## config.mk

```make
export PLATFORM = sky130hd
export DESIGN_NAME = decoder_seq_flat
export DESIGN_NICKNAME = d
export VERILOG_FILES = /design/src/rtl/decoder_pkg.sv /design/src/rtl/decoder_seq_if.sv /design/src/rtl/decoder_seq_dec_lines.sv /design/src/rtl/decoder_seq.sv /design/src/flat_wrapper.sv
export SDC_FILE = /design/constraint.sdc
export NUM_CORES = 1
export LEC_CHECK = 0
export CORE_MARGIN = 3
export CORE_UTILIZATION = 48
export CTS_BUF_LIST = sky130_fd_sc_hd__clkbuf_8 sky130_fd_sc_hd__clkbuf_16
export DETAILED_ROUTE_END_ITERATION = 6
export MAX_ROUTING_LAYER = met4
export PLACE_DENSITY = 0.77
export SYNTH_ARGS = -nofsm -noshare
export SYNTH_HDL_FRONTEND = slang
export SYNTH_HIERARCHICAL = 1
export SYNTH_SLANG_ARGS = --single-unit
export TNS_END_PERCENT = 30
```

## constraint.sdc

```tcl
create_clock -name clk -period 3.15 [get_ports clk]
set_input_delay 0.63 -clock clk [delete_from_list [all_inputs] [get_ports clk]]
set_output_delay 0.63 -clock clk [all_outputs]
set_load 0.02 [all_outputs]
```

## src/rtl/decoder_pkg.sv

```systemverilog
// Shared mode encodings for the registered select decoder.
package decoder_pkg;
  typedef logic [1:0] mode_t;

  localparam mode_t MODE_DECODE = 2'b00;
  localparam mode_t MODE_THERM  = 2'b01;
  localparam mode_t MODE_SCAN   = 2'b10;
  localparam mode_t MODE_RSVD   = 2'b11;
endpackage

```

## src/rtl/decoder_seq_if.sv

```systemverilog
// Control/result bundle of decoder_seq; master drives controls, slave is the decoder.
interface decoder_seq_if #(
  parameter int SEL_W = 3,
  parameter int DW_W  = 8
) ();
  import decoder_pkg::*;
  localparam int OUT_W = 1 << SEL_W;

  logic             en;
  mode_t            mode;
  logic             load;
  logic [SEL_W-1:0] sel;
  logic [DW_W-1:0]  dwell;
  logic [OUT_W-1:0] out;
  logic             out_valid;
  logic             scan_wrap;

  modport master (output en, mode, load, sel, dwell, input out, out_valid, scan_wrap);
  modport slave  (input en, mode, load, sel, dwell, output out, out_valid, scan_wrap);
endinterface

```

## src/rtl/decoder_seq_dec_lines.sv

```systemverilog
// Shared one-hot / thermometer line generator, one comparator per output line.
module dec_lines #(
  parameter int SEL_W = 3,
  localparam int OUT_W = 1 << SEL_W
) (
  input  logic [SEL_W-1:0] idx,
  input  logic             therm,
  output logic [OUT_W-1:0] lines
);
  for (genvar k = 0; k < OUT_W; k++) begin : g_line
    localparam logic [SEL_W-1:0] K = SEL_W'(k);
    assign lines[k] = therm ? (K <= idx) : (K == idx);
  end
endmodule

```

## src/rtl/decoder_seq.sv

```systemverilog
// Registered SEL_W-to-2^SEL_W decoder with one-hot, thermometer and dwell-timed SCAN modes.
module decoder_seq #(
  parameter int SEL_W = 3,
  parameter int DW_W  = 8
) (
  input logic          clk,
  input logic          rst_n,
  decoder_seq_if.slave bus
);
  import decoder_pkg::*;
  localparam int OUT_W = 1 << SEL_W;

  logic [SEL_W-1:0] idx_q, idx_d;
  logic [DW_W-1:0]  cnt_q, cnt_d;
  logic             vld_q, vld_d;
  logic             wrap_d;
  mode_t            mode_q;
  logic [OUT_W-1:0] lines_d, out_q;
  logic             ov_q, wrap_q;

  always_comb begin
    idx_d  = idx_q;
    cnt_d  = cnt_q;
    vld_d  = vld_q;
    wrap_d = 1'b0;
    if (!bus.en) begin
      idx_d = '0;
      cnt_d = '0;
      vld_d = 1'b0;
    end else if (bus.load) begin
      idx_d = bus.sel;
      cnt_d = '0;
      vld_d = 1'b1;
    end else if (bus.mode != mode_q) begin
      cnt_d = '0;
    end else if (bus.mode == MODE_SCAN && vld_q) begin
      // cnt is free-running modulo 2^DW_W, so a lowered dwell is caught after wrap
      if (cnt_q == bus.dwell) begin
        cnt_d  = '0;
        idx_d  = idx_q + 1'b1;
        wrap_d = (idx_q == {SEL_W{1'b1}});
      end else begin
        cnt_d = cnt_q + 1'b1;
      end
    end else begin
      cnt_d = '0;
    end
  end

  // Decode the next index so a load shows up at the same edge it is captured
  dec_lines #(.SEL_W(SEL_W)) u_lines (
    .idx   (idx_d),
    .therm (bus.mode == MODE_THERM),
    .lines (lines_d)
  );

  always_ff @(posedge clk or negedge rst_n) begin
    if (!rst_n) begin
      idx_q  <= '0;
      cnt_q  <= '0;
      vld_q  <= 1'b0;
      mode_q <= MODE_DECODE;
      out_q  <= '1;
      ov_q   <= 1'b0;
      wrap_q <= 1'b0;
    end else begin
      idx_q  <= idx_d;
      cnt_q  <= cnt_d;
      vld_q  <= vld_d;
      mode_q <= bus.mode;
      out_q  <= !bus.en ? '1 : (vld_d ? lines_d : '0);
      ov_q   <= vld_d;
      wrap_q <= wrap_d;
    end
  end

  assign bus.out       = out_q;
  assign bus.out_valid = ov_q;
  assign bus.scan_wrap = wrap_q;
endmodule

```

## src/flat_wrapper.sv

```systemverilog
// flat-port wrapper written by rule: the top's interface ports become plain ports
module decoder_seq_flat import decoder_pkg::*;
#(
  parameter int SEL_W = 3,
  parameter int DW_W  = 8
)
  (clk, rst_n, bus_en, bus_mode, bus_load, bus_sel, bus_dwell, bus_out, bus_out_valid, bus_scan_wrap);
  decoder_seq_if #(.SEL_W(SEL_W), .DW_W(DW_W)) bus_i ();
  input logic clk;
  input logic rst_n;
  input wire logic [$bits(bus_i.en)-1:0] bus_en;
  input wire logic [$bits(bus_i.mode)-1:0] bus_mode;
  input wire logic [$bits(bus_i.load)-1:0] bus_load;
  input wire logic [$bits(bus_i.sel)-1:0] bus_sel;
  input wire logic [$bits(bus_i.dwell)-1:0] bus_dwell;
  output wire logic [$bits(bus_i.out)-1:0] bus_out;
  output wire logic [$bits(bus_i.out_valid)-1:0] bus_out_valid;
  output wire logic [$bits(bus_i.scan_wrap)-1:0] bus_scan_wrap;
  assign bus_i.en = bus_en;
  assign bus_i.mode = bus_mode;
  assign bus_i.load = bus_load;
  assign bus_i.sel = bus_sel;
  assign bus_i.dwell = bus_dwell;
  assign bus_out = bus_i.out;
  assign bus_out_valid = bus_i.out_valid;
  assign bus_scan_wrap = bus_i.scan_wrap;
  decoder_seq #(.SEL_W(SEL_W), .DW_W(DW_W)) u_core (.clk(clk), .rst_n(rst_n), .bus(bus_i));
endmodule
```

==> impl_metrics.tcl <==
set metrics [dict create \
    dp_hpwl_mm 1.803 \
    finalClockSkew_ps 4.245 \
    wl_per_cell_um 12.78 \
    power.switching_mw 0.1394 \
    yosys.area_share.simple_pct 23.87 \
    dr.pass1.iters 4 \
    swShare_pct 23.52 \
    r2r_start "u_core/idx_q[0]" \
    routed.top_layer "met4" \
    cts_resized 0 \
    postRouteAntennaNets 0 \
    power_density_nw_per_um2 388.3 \
    synth_seq_cells 23 \
    first_iter_violations 8 \
    max_slew.worst_pin.slew_ps 630.1 \
    synthAdderAreaFrac_pct 3.226 \
    synthCells 118 \
    regToRegSetupSlack_ps 750 \
    cts_tree "yes" \
    report.final.slew_viol_count 0 \
    viasPerCell 5.219 \
    hold_ws_ps 551.0 \
    end_kind "flip-flop" \
    cts_htree_levels 1 \
    worstPathMaxFanout 8 \
    fp.dieArea_sq_um 3051 \
    clock_path_buffers 2 \
    grt_max_degree 16 \
    core_sq_um 2255 \
    fmax_mhz 363.4 \
    path_class "primary input to flip-flop" \
    drt-met1-wl_um 898 \
    ctsRootBufferMaster "clkbuf_8" \
    drc_errors 0 \
    n_antenna_cell 0 \
    postCtsSetupBuffers 0 \
    min_from "u_core/cnt_q[0]" \
    nets 171 \
    area_delta_synth_final_pct 31.18 \
    synth_fp_nets 138 \
    met2_length_mm 1.241 \
    routed-wl-met3_um 97 \
    vdd_drop_max_v 0.0002899 \
    routed-via-count 929 \
    reg2reg_to "u_core/bus.out[2]" \
    yosys_warnings 6 \
    p_comb_share_pct 18.1 \
    ios 27 \
    p_int_mw 0.4533 \
    rows 17 \
    clk_latency_ps 250 \
    maxCapViolCount 0 \
    syn_area_sq_um 1164 \
    cts_hold_buf 0 \
    drive_gt1_share_pct 14.00 \
    synthDistinctLibCells 28 \
    period_needed_ps 2752 \
    finalPower_mw 0.5927 \
    synth_area_per_cell_sq_um 9.861 \
    grtUsageTotal_pct 17.23 \
    die_width_um 55.24 \
    port_buffers 26 \
    muxShareOfSynthArea_pct 2.151 \
    critPathRequiredTime_ps 3320 \
    hp-class "flip-flop to flip-flop" \
    clk_pin_slew_ps 70 \
    start_kind "primary input" \
    hold_viol 0 \
    synth_top_family_by_area "simple AND/OR/NAND/NOR gates" \
    yosysSeqAreaShare_pct 50.32 \
    setup_violations 0 \
    initial_utilization_pct 51.61 \
    gp_congestion 0.8290 \
    relSlewSlack_pct 57.86 \
    grt_overflow_total 0 \
    synth_compound_area_share_pct 7.634 \
    seq_power_share_pct 53.5 \
    antenna_found_initial 0 \
    cts_made_buffers 3 \
    arrival_ps 2920 \
    reg2regPathDepth 10 \
    status "finished, final reports clean" \
    routed_wl_mm 2.274 \
    hold_depth 1 \
    fin_tns_setup_ps 0 \
    cts.sinks 23 \
    die_y_um 55.24 \
    synthXorXnorAreaFrac_pct 10.54 \
    grt_pass1_vias 935 \
    rsz0062_at_grt "no" \
    grt_pass1_wl_mm 4.071 \
    leakage_nw 0.6489 \
    min_to "u_core/cnt_q[0]" \
    period_share_pct 87.36 \
    power_frac_clock_pct 28.4 \
]
## power by group through the flow
stage	clock [mW]	sequential, mW	combinational (mW)
floorplan	0	0.334	0.0393
global placement	0	0.322	0.104
detailed placement	0	0.323	0.108
CTS	0.176	0.317	0.108
global route	0.190	0.319	0.117
finish	0.168	0.317	0.107
## stage by stage
stage	utilization [%]	setup slack, ps	instance area [sq um]	instances
2_1_floorplan	-	623.9	1164	118
3_3_place_gp	65.70	196.7	1481	174
3_5_place_dp	65.70	126.6	1481	174
4_1_cts	67.70	395.9	1526	178
5_1_grt	67.70	192.5	1526	178
6_report	67.70	398.2	1526	178
## cell usage after synthesis
master | number | area [sq um]
a21oi_1 | 2 | 10.01
a31oi_1 | 3 | 18.77
and2_1 | 1 | 6.260
and3_1 | 3 | 18.77
and3_2 | 1 | 7.510
and4_1 | 1 | 8.760
clkbuf_1 | 2 | 7.510
dfrtp_1 | 15 | 375.4
dfstp_2 | 8 | 210.2
ha_1 | 3 | 37.54
inv_1 | 5 | 18.77
mux2_4 | 1 | 15.01
mux2i_1 | 1 | 10.01
nand2_1 | 19 | 71.32
nand3_1 | 6 | 30.03
nand4_2 | 2 | 25.02
nor2_1 | 10 | 37.54
nor2_2 | 1 | 6.260
nor2b_1 | 5 | 31.28
o21a_1 | 1 | 7.510
o21ai_0 | 3 | 15.01
o21ai_1 | 3 | 15.01
o31ai_1 | 3 | 22.52
or2_1 | 1 | 6.260
or2_2 | 1 | 6.260
or4_1 | 3 | 22.52
xnor2_1 | 9 | 78.83
xor2_1 | 5 | 43.79
## flip-flops by register name, indices dropped and copies added (netlist names)
name,count
u_core/bus.out,8
u_core/mode_q,2
u_core/bus.out_valid,1
u_core/idx_q,3
u_core/cnt_q,8
u_core/bus.scan_wrap,1
## cells by family (layout without fill, tap and decap cells)
logic type | Yosys count | count (layout)
multiplexers | 2 | 2
AND/OR/NAND/NOR | 54 | 54
XOR/XNOR | 14 | 14
buffers and inverters | 7 | 39
flip-flops | 23 | 23
adder cells (fa/ha/maj) | 3 | 3
AO/OA/AOI/OAI | 15 | 15
## metal layers
metal,track usage [%],vias up
met3,3.972,4
met5,-,-
met2,28.38,17
met1,19.55,446
met4,8.681,0
li1,-,462
## critical path, cell delays in order
cell and delay (ps):
clkdlybuf4s50_1 420, xnor2_1 190, nand4_2 230, or4_1 550, a31oi_1 380, buf_4 220, nor2_1 50, o21a_1 160
nand2_1 50, nand2_1 50
## worst max-delay path by stage
stage                             from                end  slack [ps]  cells past startpoint
final                     bus_dwell[0]  u_core/bus.out[4]         400                     10
after global routing      bus_dwell[6]  u_core/bus.out[4]         190                     10
after global placement    bus_dwell[0]  u_core/bus.out[4]         200                     10
after detailed placement  bus_dwell[0]  u_core/bus.out[4]         130                     10
after floorplan           bus_dwell[0]  u_core/bus.out[1]         620                      8
after CTS                 bus_dwell[0]  u_core/bus.out[4]         400                     10
## cells in the final DEF (no fill, tap or decap), types with 5 or more instances in the layout
cell / count
clkdlybuf4s50_1: 26
dfrtp_1: 15
dfstp_2: 8
inv_1: 6
nand2_1: 19
nand3_1: 6
nor2_1: 10
nor2b_1: 5
xnor2_1: 9
xor2_1: 5
## area by class of cell
type	count	area (sq um)
Multi-Input combinational cell	88	551.8
Clock buffer	3	41.29
Inverter	5	18.77
Clock inverter	1	3.754
Timing Repair Buffer	30	290.3
Fill cell	188	728.2
Tap cell	28	35.03
Sequential cell	23	585.6
No activity file was read; power rests on OpenSTA's default activity.
